==> config.mk <==
export PLATFORM = sky130hd
export DESIGN_NAME = sdram_port_arbiter_flat
export DESIGN_NICKNAME = d
export VERILOG_FILES = /design/src/rtl/sdram_port_arbiter_pkg.sv /design/src/rtl/sdram_port_arbiter_if.sv /design/src/rtl/sdram_port_arbiter_prio_streak.sv /design/src/rtl/sdram_port_arbiter.sv /design/src/flat_wrapper.sv
export SDC_FILE = /design/constraint.sdc
export NUM_CORES = 1
export LEC_CHECK = 0
export CAP_MARGIN = 20
export CORE_ASPECT_RATIO = 1.25
export CORE_MARGIN = 5
export CORE_UTILIZATION = 41
export CTS_BUF_LIST = sky130_fd_sc_hd__clkbuf_8
export DETAILED_ROUTE_END_ITERATION = 8
export PLACE_DENSITY_LB_ADDON = 0.15
export SLEW_MARGIN = 20
export SYNTH_ARGS = -nofsm -noshare
export SYNTH_HDL_FRONTEND = slang
export SYNTH_SLANG_ARGS = --single-unit
==> constraint.sdc <==
create_clock -name clk -period 2.4 [get_ports clk]
set_input_delay 0.24 -clock clk [delete_from_list [all_inputs] [get_ports clk]]
set_output_delay 0.24 -clock clk [all_outputs]
set_load 0.03 [all_outputs]
==> src/rtl/sdram_port_arbiter_pkg.sv <==
// sdram_arb_pkg: shared state/owner encodings and defaults for the SDRAM port arbiter.
package sdram_arb_pkg;
    typedef enum logic [1:0] {IDLE, ISSUE, XFER, DONE} state_t;
    typedef enum logic [1:0] {OWN_NONE, OWN_V, OWN_C} owner_t;
    localparam int DEF_BURST_LEN = 8;
endpackage

==> src/rtl/sdram_port_arbiter_if.sv <==
// sdram_port_arbiter_if: requester-side and controller-side signals of the SDRAM port arbiter.
interface sdram_port_arbiter_if #(
    parameter int ADDR_W = 12,
    parameter int DATA_W = 16
);
    logic              v_req;
    logic [ADDR_W-1:0] v_addr;
    logic              v_gnt;
    logic              v_get;
    logic              v_done;
    logic              c_req;
    logic              c_we;
    logic [ADDR_W-1:0] c_addr;
    logic [DATA_W-1:0] c_wdata;
    logic              c_gnt;
    logic              c_get;
    logic              c_put;
    logic              c_done;
    logic [ADDR_W-1:0] m_addr;
    logic              m_rd;
    logic              m_wr;
    logic [DATA_W-1:0] m_din;
    logic              m_get;
    logic              m_put;
    modport slave (
        input  v_req, v_addr, c_req, c_we, c_addr, c_wdata, m_get, m_put,
        output v_gnt, v_get, v_done, c_gnt, c_get, c_put, c_done, m_addr, m_rd, m_wr, m_din
    );
    modport master (
        output v_req, v_addr, c_req, c_we, c_addr, c_wdata, m_get, m_put,
        input  v_gnt, v_get, v_done, c_gnt, c_get, c_put, c_done, m_addr, m_rd, m_wr, m_din
    );
endinterface

==> src/rtl/sdram_port_arbiter_prio_streak.sv <==
// arb_prio_streak: video-first priority with a streak limit that bounds cache starvation.
module arb_prio_streak #(
    parameter int MAX_STREAK = 4
) (
    input  logic clk,
    input  logic rst,
    input  logic v_req,
    input  logic c_req,
    input  logic grant_evt,
    output logic pick_v,
    output logic pick_c
);
    localparam int SW = $clog2(MAX_STREAK + 1);
    logic [SW-1:0] streak_q, streak_d;
    assign pick_v = v_req && !(c_req && streak_q == SW'(MAX_STREAK));
    assign pick_c = c_req && !pick_v;
    // A video grant with the cache waiting implies streak < MAX_STREAK, so +1 saturates naturally
    always_comb begin
        streak_d = !grant_evt ? streak_q : (pick_v && c_req) ? streak_q + SW'(1) : '0;
    end
    always_ff @(posedge clk or posedge rst) begin
        if (rst) streak_q <= '0;
        else     streak_q <= streak_d;
    end
endmodule

==> src/rtl/sdram_port_arbiter.sv <==
// sdram_port_arbiter: shares one SDRAM controller burst port between video (read-only) and cache.
// One burst at a time: issue rd/wr, count direction-matched word strobes, pulse done to the owner.
module sdram_port_arbiter
    import sdram_arb_pkg::*;
#(
    parameter int ADDR_W     = 12,
    parameter int DATA_W     = 16,
    parameter int BURST_LEN  = DEF_BURST_LEN,
    parameter int MAX_STREAK = 4
) (
    input logic                 clk,
    input logic                 rst,
    sdram_port_arbiter_if.slave bus
);
    localparam int BW = $clog2(BURST_LEN + 1);
    state_t            state_q, state_d;
    owner_t            owner_q, owner_d;
    logic [ADDR_W-1:0] addr_q, addr_d;
    logic              we_q, we_d;
    logic [BW-1:0]     beat_q, beat_d;
    logic              pick_v, pick_c, grant_evt, xfer, strobe, last, wr_xfer;

    arb_prio_streak #(.MAX_STREAK(MAX_STREAK)) u_prio (
        .clk       (clk),
        .rst       (rst),
        .v_req     (bus.v_req),
        .c_req     (bus.c_req),
        .grant_evt (grant_evt),
        .pick_v    (pick_v),
        .pick_c    (pick_c)
    );

    assign grant_evt = state_q == IDLE && (pick_v || pick_c);
    assign xfer      = state_q == XFER;
    assign strobe    = xfer && (we_q ? bus.m_put : bus.m_get);
    assign last      = beat_q == BW'(BURST_LEN - 1);
    assign wr_xfer   = xfer && owner_q == OWN_C && we_q;

    always_comb begin
        state_d = state_q;
        owner_d = owner_q;
        addr_d  = addr_q;
        we_d    = we_q;
        beat_d  = beat_q;
        case (state_q)
            IDLE: if (grant_evt) begin
                state_d = ISSUE;
                owner_d = pick_v ? OWN_V : OWN_C;
                addr_d  = pick_v ? bus.v_addr : bus.c_addr;
                we_d    = pick_c && bus.c_we;
            end
            ISSUE: state_d = XFER;
            XFER: if (strobe) begin
                state_d = last ? DONE : XFER;
                beat_d  = last ? '0 : beat_q + BW'(1);
            end
            default: begin
                state_d = IDLE;
                owner_d = OWN_NONE;
            end
        endcase
    end

    always_ff @(posedge clk or posedge rst) begin
        if (rst) begin
            state_q <= IDLE;
            owner_q <= OWN_NONE;
            addr_q  <= '0;
            we_q    <= 1'b0;
            beat_q  <= '0;
        end else begin
            state_q <= state_d;
            owner_q <= owner_d;
            addr_q  <= addr_d;
            we_q    <= we_d;
            beat_q  <= beat_d;
        end
    end

    // Owner is cleared on leaving DONE, so grants follow owner alone
    assign bus.v_gnt  = owner_q == OWN_V;
    assign bus.c_gnt  = owner_q == OWN_C;
    assign bus.v_get  = xfer && owner_q == OWN_V && bus.m_get;
    assign bus.c_get  = xfer && owner_q == OWN_C && !we_q && bus.m_get;
    assign bus.c_put  = wr_xfer && bus.m_put;
    assign bus.v_done = state_q == DONE && owner_q == OWN_V;
    assign bus.c_done = state_q == DONE && owner_q == OWN_C;
    assign bus.m_addr = addr_q;
    assign bus.m_rd   = state_q == ISSUE && !we_q;
    assign bus.m_wr   = state_q == ISSUE && we_q;
    assign bus.m_din  = bus.c_wdata & {DATA_W{wr_xfer}};
endmodule
==> src/flat_wrapper.sv <==
// flat-port wrapper written by rule: the top's interface ports become plain ports
module sdram_port_arbiter_flat import sdram_arb_pkg::*;
#(
    parameter int ADDR_W     = 12,
    parameter int DATA_W     = 16,
    parameter int BURST_LEN  = DEF_BURST_LEN,
    parameter int MAX_STREAK = 4
)
  (clk, rst, bus_v_req, bus_v_addr, bus_c_req, bus_c_we, bus_c_addr, bus_c_wdata, bus_m_get, bus_m_put, bus_v_gnt, bus_v_get, bus_v_done, bus_c_gnt, bus_c_get, bus_c_put, bus_c_done, bus_m_addr, bus_m_rd, bus_m_wr, bus_m_din);
  sdram_port_arbiter_if #(.ADDR_W(ADDR_W), .DATA_W(DATA_W)) bus_i ();
  input logic clk;
  input logic rst;
  input wire logic [$bits(bus_i.v_req)-1:0] bus_v_req;
  input wire logic [$bits(bus_i.v_addr)-1:0] bus_v_addr;
  input wire logic [$bits(bus_i.c_req)-1:0] bus_c_req;
  input wire logic [$bits(bus_i.c_we)-1:0] bus_c_we;
  input wire logic [$bits(bus_i.c_addr)-1:0] bus_c_addr;
  input wire logic [$bits(bus_i.c_wdata)-1:0] bus_c_wdata;
  input wire logic [$bits(bus_i.m_get)-1:0] bus_m_get;
  input wire logic [$bits(bus_i.m_put)-1:0] bus_m_put;
  output wire logic [$bits(bus_i.v_gnt)-1:0] bus_v_gnt;
  output wire logic [$bits(bus_i.v_get)-1:0] bus_v_get;
  output wire logic [$bits(bus_i.v_done)-1:0] bus_v_done;
  output wire logic [$bits(bus_i.c_gnt)-1:0] bus_c_gnt;
  output wire logic [$bits(bus_i.c_get)-1:0] bus_c_get;
  output wire logic [$bits(bus_i.c_put)-1:0] bus_c_put;
  output wire logic [$bits(bus_i.c_done)-1:0] bus_c_done;
  output wire logic [$bits(bus_i.m_addr)-1:0] bus_m_addr;
  output wire logic [$bits(bus_i.m_rd)-1:0] bus_m_rd;
  output wire logic [$bits(bus_i.m_wr)-1:0] bus_m_wr;
  output wire logic [$bits(bus_i.m_din)-1:0] bus_m_din;
  assign bus_i.v_req = bus_v_req;
  assign bus_i.v_addr = bus_v_addr;
  assign bus_i.c_req = bus_c_req;
  assign bus_i.c_we = bus_c_we;
  assign bus_i.c_addr = bus_c_addr;
  assign bus_i.c_wdata = bus_c_wdata;
  assign bus_i.m_get = bus_m_get;
  assign bus_i.m_put = bus_m_put;
  assign bus_v_gnt = bus_i.v_gnt;
  assign bus_v_get = bus_i.v_get;
  assign bus_v_done = bus_i.v_done;
  assign bus_c_gnt = bus_i.c_gnt;
  assign bus_c_get = bus_i.c_get;
  assign bus_c_put = bus_i.c_put;
  assign bus_c_done = bus_i.c_done;
  assign bus_m_addr = bus_i.m_addr;
  assign bus_m_rd = bus_i.m_rd;
  assign bus_m_wr = bus_i.m_wr;
  assign bus_m_din = bus_i.m_din;
  sdram_port_arbiter #(.ADDR_W(ADDR_W), .DATA_W(DATA_W), .BURST_LEN(BURST_LEN), .MAX_STREAK(MAX_STREAK)) u_core (.clk(clk), .rst(rst), .bus(bus_i));
endmodule
; ---- Word-level counts from Yosys, hierarchy flattened
; Index checks and enable logic that the tools add are counted.
[totals]
regBits = 24
inputBits = 47
[classes]
addsub = 2
eq_ne = 9
mux = 11
bitwise_logic = 2
n_reduce_logical = 28
[ops]
columns = op, count
row1 = $logic_and A1 B1 Y1, 18
row2 = $and A16 B16 Y16, 1
row3 = $mux W12, 1
row4 = $mux W2, 4
row5 = $reduce_and A2 Y1, 4
row6 = $eq A2 B2 Y1 const B, 3
row7 = $pmux W2 S3, 1
row8 = $add A4 B1 Y4 const B, 1
row9 = $eq A2 B1 Y1 const B, 2
row10 = $eq A4 B3 Y1 const B, 1
row11 = $mux W4, 1
row12 = $ne A2 B2 Y1 const B, 2
row13 = $pmux W2 S2, 1
row14 = $add A3 B1 Y3 const B, 1
row15 = $eq A3 B3 Y1 const B, 1
row16 = $logic_not A1 Y1, 3
row17 = $mux W3, 1
row18 = $logic_not A2 Y1, 1
row19 = $mux W1, 2
row20 = $reduce_or A2 Y1, 1
row21 = $logic_or A1 B1 Y1, 1
row22 = $not A1 Y1, 1

; ---- Longest topological paths before layout
; Gate-level depths: netlist of the first run.
[logic_depth]
word_depth = 10
ltp_mapped = 6
mapped_depth_nobuf = 5

; ---- By module
; Synthesis of the first run repeated with hierarchy kept, for this count alone.
[unflattened]
hier_cells = 150
hier_area_um2 = 1453.9
[modules_own_cells]
columns = module, n_inst, cells_per_inst, area_per_inst_um2, seq_area_each_um2
row1 = sdram_port_arbiter, 1, 128, 1249.9, 525.5
row2 = arb_prio_streak, 1, 22, 203.9, 75.1

; ---- Least setup slack after synthesis of the first run
; Ideal clock, no wire load.
[synth_path]
kind = reg2out
start = register u_core.owner_q[0]
end = output bus_m_din[10]
arrival_time_ps = 1478
slack_ps = 682
stages_incl_launch_ff = 5
n_path_buf = 1
path_cell_list = dfrtp_1 and2b_1 and3_1 buf_2 and2_1
[synth_between]
elab_chain_cells = 4
[synth_lines]
columns = item, line_no
row1 = "start, declared", sdram_port_arbiter.sv:17  ; owner_t owner_q, owner_d;
row2 = "start signal, assigned", sdram_port_arbiter.sv:73  ; owner_q <= owner_d;
row3 = $eq A2 B2 Y1, --
row4 = net bus_c_gnt, flat_wrapper.sv:24  ; output wire logic [$bits(bus_i.c_gnt)-1:0] bus_c_gnt;
row5 = $logic_and A1 B1 Y1 (2 in series), sdram_port_arbiter.sv:37  ; assign wr_xfer = xfer && owner_q == OWN_C && we_q;
row6 = $and A16 B16 Y16, sdram_port_arbiter.sv:91  ; assign bus.m_din = bus.c_wdata & {DATA_W{wr_xfer}};
row7 = "end, declared", flat_wrapper.sv:31  ; output wire logic [$bits(bus_i.m_din)-1:0] bus_m_din;
; The timed path passes the listed nets, and every way through them passes these cells.

; ---- Final worst setup path of the first run
[layout_path]
start = register u_core.state_q[0]
end = output bus_c_get
[layout_between]
elab_chain_cells = 4
[layout_lines]
columns = item, line_no
row1 = "start, declared", sdram_port_arbiter.sv:16  ; state_t state_q, state_d;
row2 = "start signal, assigned", sdram_port_arbiter.sv:72  ; state_q <= state_d;
row3 = $eq A2 B2 Y1, sdram_port_arbiter.sv:34  ; assign xfer = state_q == XFER;
row4 = $logic_and A1 B1 Y1 (3 in series), sdram_port_arbiter.sv:84  ; assign bus.c_get = xfer && owner_q == OWN_C && !we_q && bus.m_get;
row5 = "end, declared", flat_wrapper.sv:25  ; output wire logic [$bits(bus_i.c_get)-1:0] bus_c_get;
; Every way passes these cells.

==> results of run 1 <==
-- worst paths after layout --
path / slack, ns / from / to / cells past startpoint
setup / recovery: 0.20 / u_core.state_q[0] / bus_c_get / 5
hold / removal: 0.31 / rst / u_core.beat_q[0] / 3
setup reg to reg: 0.59 / u_core.state_q[0] / u_core.bus.m_addr[3] / 6
hold reg to reg: 0.53 / u_core.beat_q[2] / u_core.beat_q[2] / 1
max in group asynchronous: 1.85 / rst / u_core.state_q[0] / 3
min in group clk: 0.53 / u_core.beat_q[2] / u_core.beat_q[2] / 1
-- state kept, by name (all words and copies together) (netlist names) --
| name | cells |
|---|---|
| u_core.we_q | 1 |
| u_core.beat_q | 4 |
| u_core.state_q | 2 |
| u_core.bus.m_addr | 12 |
| u_core.owner_q | 2 |
| u_core.u_prio.streak_q | 3 |
-- through the flow --
| step | cells | utilization | hold slack [ns] | total power, mW | setup WS, ns |
|---|---|---|---|---|---|
| after floorplan | 130 | - | 0.2546 | 1.517 | 0.6822 |
| after global placement | 249 | 0.6949 | 0.4914 | 1.960 | 0.3194 |
| after detailed placement | 249 | 0.6949 | 0.5167 | 2.012 | 0.2149 |
| after CTS | 253 | 0.7122 | 0.3169 | 2.294 | 0.03360 |
| after global routing | 253 | 0.7245 | 0.3578 | 2.431 | 0.1087 |
| final | 253 | 0.7245 | 0.3105 | 2.271 | 0.2022 |
-- cell families after synthesis --
family | Yosys count | synth area share
compound gates | 27 | 0.1757
buf+inv | 12 | 0.04234
mux | 6 | 0.04685
xor+xnor | 1 | 0.006307
flops | 24 | 0.4324
simple gates | 53 | 0.2333
fa+ha+maj | 7 | 0.06306
-- placed cells by master, fill, tap and decap left out, types with 3 or more instances in the layout --
master and count:
sky130_fd_sc_hd__clkdlybuf4s50_1 67, sky130_fd_sc_hd__dfrtp_1 24, sky130_fd_sc_hd__and2_1 22, sky130_fd_sc_hd__dlymetal6s2s_1 16, sky130_fd_sc_hd__a221o_1 12, sky130_fd_sc_hd__and2_0 9, sky130_fd_sc_hd__inv_1 8, sky130_fd_sc_hd__ha_1 7
sky130_fd_sc_hd__nand2_1 6, sky130_fd_sc_hd__clkbuf_8 4, sky130_fd_sc_hd__and3_1 3, sky130_fd_sc_hd__mux2_1 3, sky130_fd_sc_hd__o21ai_0 3, sky130_fd_sc_hd__buf_4 3
-- area by class of cell --
| type | instances | area share |
|---|---|---|
| well taps | 37 | 0.01965 |
| clock buffers | 4 | 0.02337 |
| repair buffers | 86 | 0.3792 |
| multi-input cells | 94 | 0.3101 |
| inverters | 8 | 0.01275 |
| flip-flops and latches | 24 | 0.2549 |
-- critical path: cells and delay by family (launching register included) --
| kind | cells | cell delay [ns] |
|---|---|---|
| buffers and inverters | 3 | 0.92 |
| flip-flops | 1 | 0.41 |
| AND/OR/NAND/NOR | 1 | 0.19 |
| adder cells (fa/ha/maj) | 1 | 0.16 |
-- synthesized netlist by cell type (2+ instances only) --
cell	count	share of area
sky130_fd_sc_hd__and3_1	4	0.018
sky130_fd_sc_hd__and2_1	22	0.099
sky130_fd_sc_hd__mux2i_1	2	0.014
sky130_fd_sc_hd__a32o_1	2	0.014
sky130_fd_sc_hd__inv_1	8	0.022
sky130_fd_sc_hd__nand2_1	6	0.016
sky130_fd_sc_hd__ha_1	7	0.063
sky130_fd_sc_hd__a21bo_1	2	0.014
sky130_fd_sc_hd__buf_2	2	0.0072
sky130_fd_sc_hd__a221o_1	12	0.086
sky130_fd_sc_hd__and4b_1	2	0.014
sky130_fd_sc_hd__dfrtp_1	24	0.43
sky130_fd_sc_hd__mux2_1	3	0.024
sky130_fd_sc_hd__nor2b_1	2	0.0090
sky130_fd_sc_hd__o21ai_0	3	0.011
sky130_fd_sc_hd__and2_0	9	0.041
sky130_fd_sc_hd__nand3_1	2	0.0072
-- metal layers --
layer | part of all wire | vias up
met2 | 0.52 | 55
li1 | - | 634
met5 | 0 | -
met3 | 0.081 | 6
met1 | 0.38 | 619
met4 | 0.011 | 0
-- power by group through the flow --
| stage | logic, mW | registers (mW) | clock network (mW) |
|---|---|---|---|
| 2_1_floorplan | 0.635 | 0.882 | 0 |
| 3_3_place_gp | 1.26 | 0.704 | 0 |
| 3_5_place_dp | 1.30 | 0.712 | 0 |
| 4_1_cts | 1.30 | 0.712 | 0.278 |
| 6_report | 1.29 | 0.712 | 0.271 |
| 5_1_grt | 1.40 | 0.739 | 0.294 |
==> impl_summary.txt, run 1 <==
----------------------------------------------------
[Run status]
  Status ... completed

[Route]
  Via count ... between 1000 and 1500
  Detailed-route wire length per cell ... ~16 microns
  Antenna Nets Post-Route ... 0
  Detail-routed via count per cell ... between 5 and 6
  Detailed Route WL ... 4.157 mm
  Post-route DRC ... 0
  Pre-antenna DRT Iters ... 4
  First DRT Iteration DRCs ... 53

[Global routing]
  Number of global-route vias before repair ... 1356
  GR met3 Demand/Resource ... 0.03431
  Aggregate global routing overflow ... 0
  Number of antenna violations at the first check in global routing ... 0
  Largest net degree at the start of global routing ... 25
  Met2 track utilization from global routing ... 0.3226
  Global-route wire length before repair ... around 6.4 mm
  Total routing usage reported by global routing ... 0.1837
  Global-route track usage on met1 ... 0.2203
  Global-route layer with the greatest usage ... met2

[Worst setup path]
  CP Max Fanout ... 8
  Startpoint kind of the worst setup timing path ... flop
  Required time of the critical path ... roughly 2.2 ns
  Ordered cell list for the critical path ... inv_1 -> ha_1 -> buf_4 -> and4b_1 -> clkdlybuf4s50_1
  Largest stage delay on the critical path ... 0.67 ns
  Startpoint-to-endpoint class of the critical path ... reg2out
  Data arrival, critical path ... 1.96 ns
  Slowest cell on the critical path ... sky130_fd_sc_hd__clkdlybuf4s50_1
  Category of the worst setup path capture point ... output pin

[Die]
  Standard-cell row count ... 23
  Overall die height ... ~75 microns
  Top-Level Pins ... 84
  Starting density of the core ... 0.4271
  X dimension of the die ... 62.06 microns
  Placeable core region ... 3252 sq um
  Die outline area ... 4658 sq um

[Pwr]
  Leakage power ... 1.310 nW
  Net switching component of the power ... 928.8 uW
  Clk network pwr share ... 0.119
  Proportion of total power due to net switching ... 0.4089
  P_int ... approximately 1.3 mW
  Portion of total power attributed to combinational logic ... 0.567
  Total power per unit cell area ... 964.0 nW/um^2
  Peak ir drop on the vdd network ... 653.7 uV
  Register share of total power ... 0.314

[Timing]
  Finish-stage setup viols ... 0
  Achievable clock frequency ... 455.0 MHz
  RSZ-0062 raised after global routing ... no
  Part of the cycle the worst path needs ... 0.9158
  Time the final worst path needs with I/O delays and setup ... 2.198 ns
  Hold Vio Cnt, Final ... 0
  Normalized max-slew margin ... 0.5783
  Measured slew at the worst slew-check pin ... 0.6326 ns
  Final Skew ... 0.003069 ns
  Final Slew Violations ... 0
  Aggregate negative setup slack ... 0 ns

[Yosys]
  Total nets after synthesis ... 184
  Total of flip-flops plus latches after synthesis ... 24
  Number of flops mapped to enable cells by yosys ... 0
  Commonest register cell after synthesis ... sky130_fd_sc_hd__dfrtp_1
  Share of async-settable or async-resettable flops after synthesis ... 1.000
  Sequential cell area fraction in the yosys report ... 0.4324
  Yosys warning total ... 0
  Synthesized area per cell ... approximately 11 sq um
  Library cells used by synthesis ... 35
  Summed instance area of the synthesized netlist ... approximately 1400 sq um
  Post-Synthesis Cells ... 130

[Layout]
  Fraction of final layout cells with drive strength greater than 1 ... 0.06019
  Total area of multi-input combinational cells ... 730.7 sq um
  # diodes ... 0
  Net total in the final layout ... 271
  Layout Cell Area excl Fill ... 2356 sq um
  Fillers ... about 240
  Area delta synth->final ... 69.64%
  Area taken by flip-flops and latches ... 600.6 sq um

[Clock tree]
  Clock sink count ... 24
  Clk Tree Root Cell ... sky130_fd_sc_hd__clkbuf_8
  Number of post-CTS setup repair buffers ... 0
  CTS buffer count ... 3
  Clock-pin slew reported for the worst setup and hold paths after clock tree synthesis ... 0.08 ns
  Number of gates given a new drive strength after cts ... 1
  CTS tree ... done
  Number of hold buffers added after cts ... 0
  Number of levels the H-tree was split into ... 1
  Clk Latency, worst-skew pair ... between 0.2 and 0.3 ns
  Maximum clock path buffer count ... 2

[Placement]
  Number of I/O port buffers ... 83
  Placed wire-length estimate after detailed placement ... 3.393 mm
  Placed cell area ... 2260 sq um
  Placer congestion estimate ... 0.8099

[Min path]
  Hold crit path type ... in2async

[Job]
  Number of violations of the max-capacitance limit ... 0

----------------------------------------------------
No activity file was read; power rests on OpenSTA's default activity.
==> run 2, diff against run 1 <==
- CTS_CLUSTER_DIAMETER: unset -> 40
==> results of run 2 <==
Final layout, timing and power as in run 1 (identical DEF).
==> run 3, diff against run 2 <==
- CAP_MARGIN: 20 -> unset
==> results of run 3 <==
Final layout, timing and power as in run 1 (identical DEF).
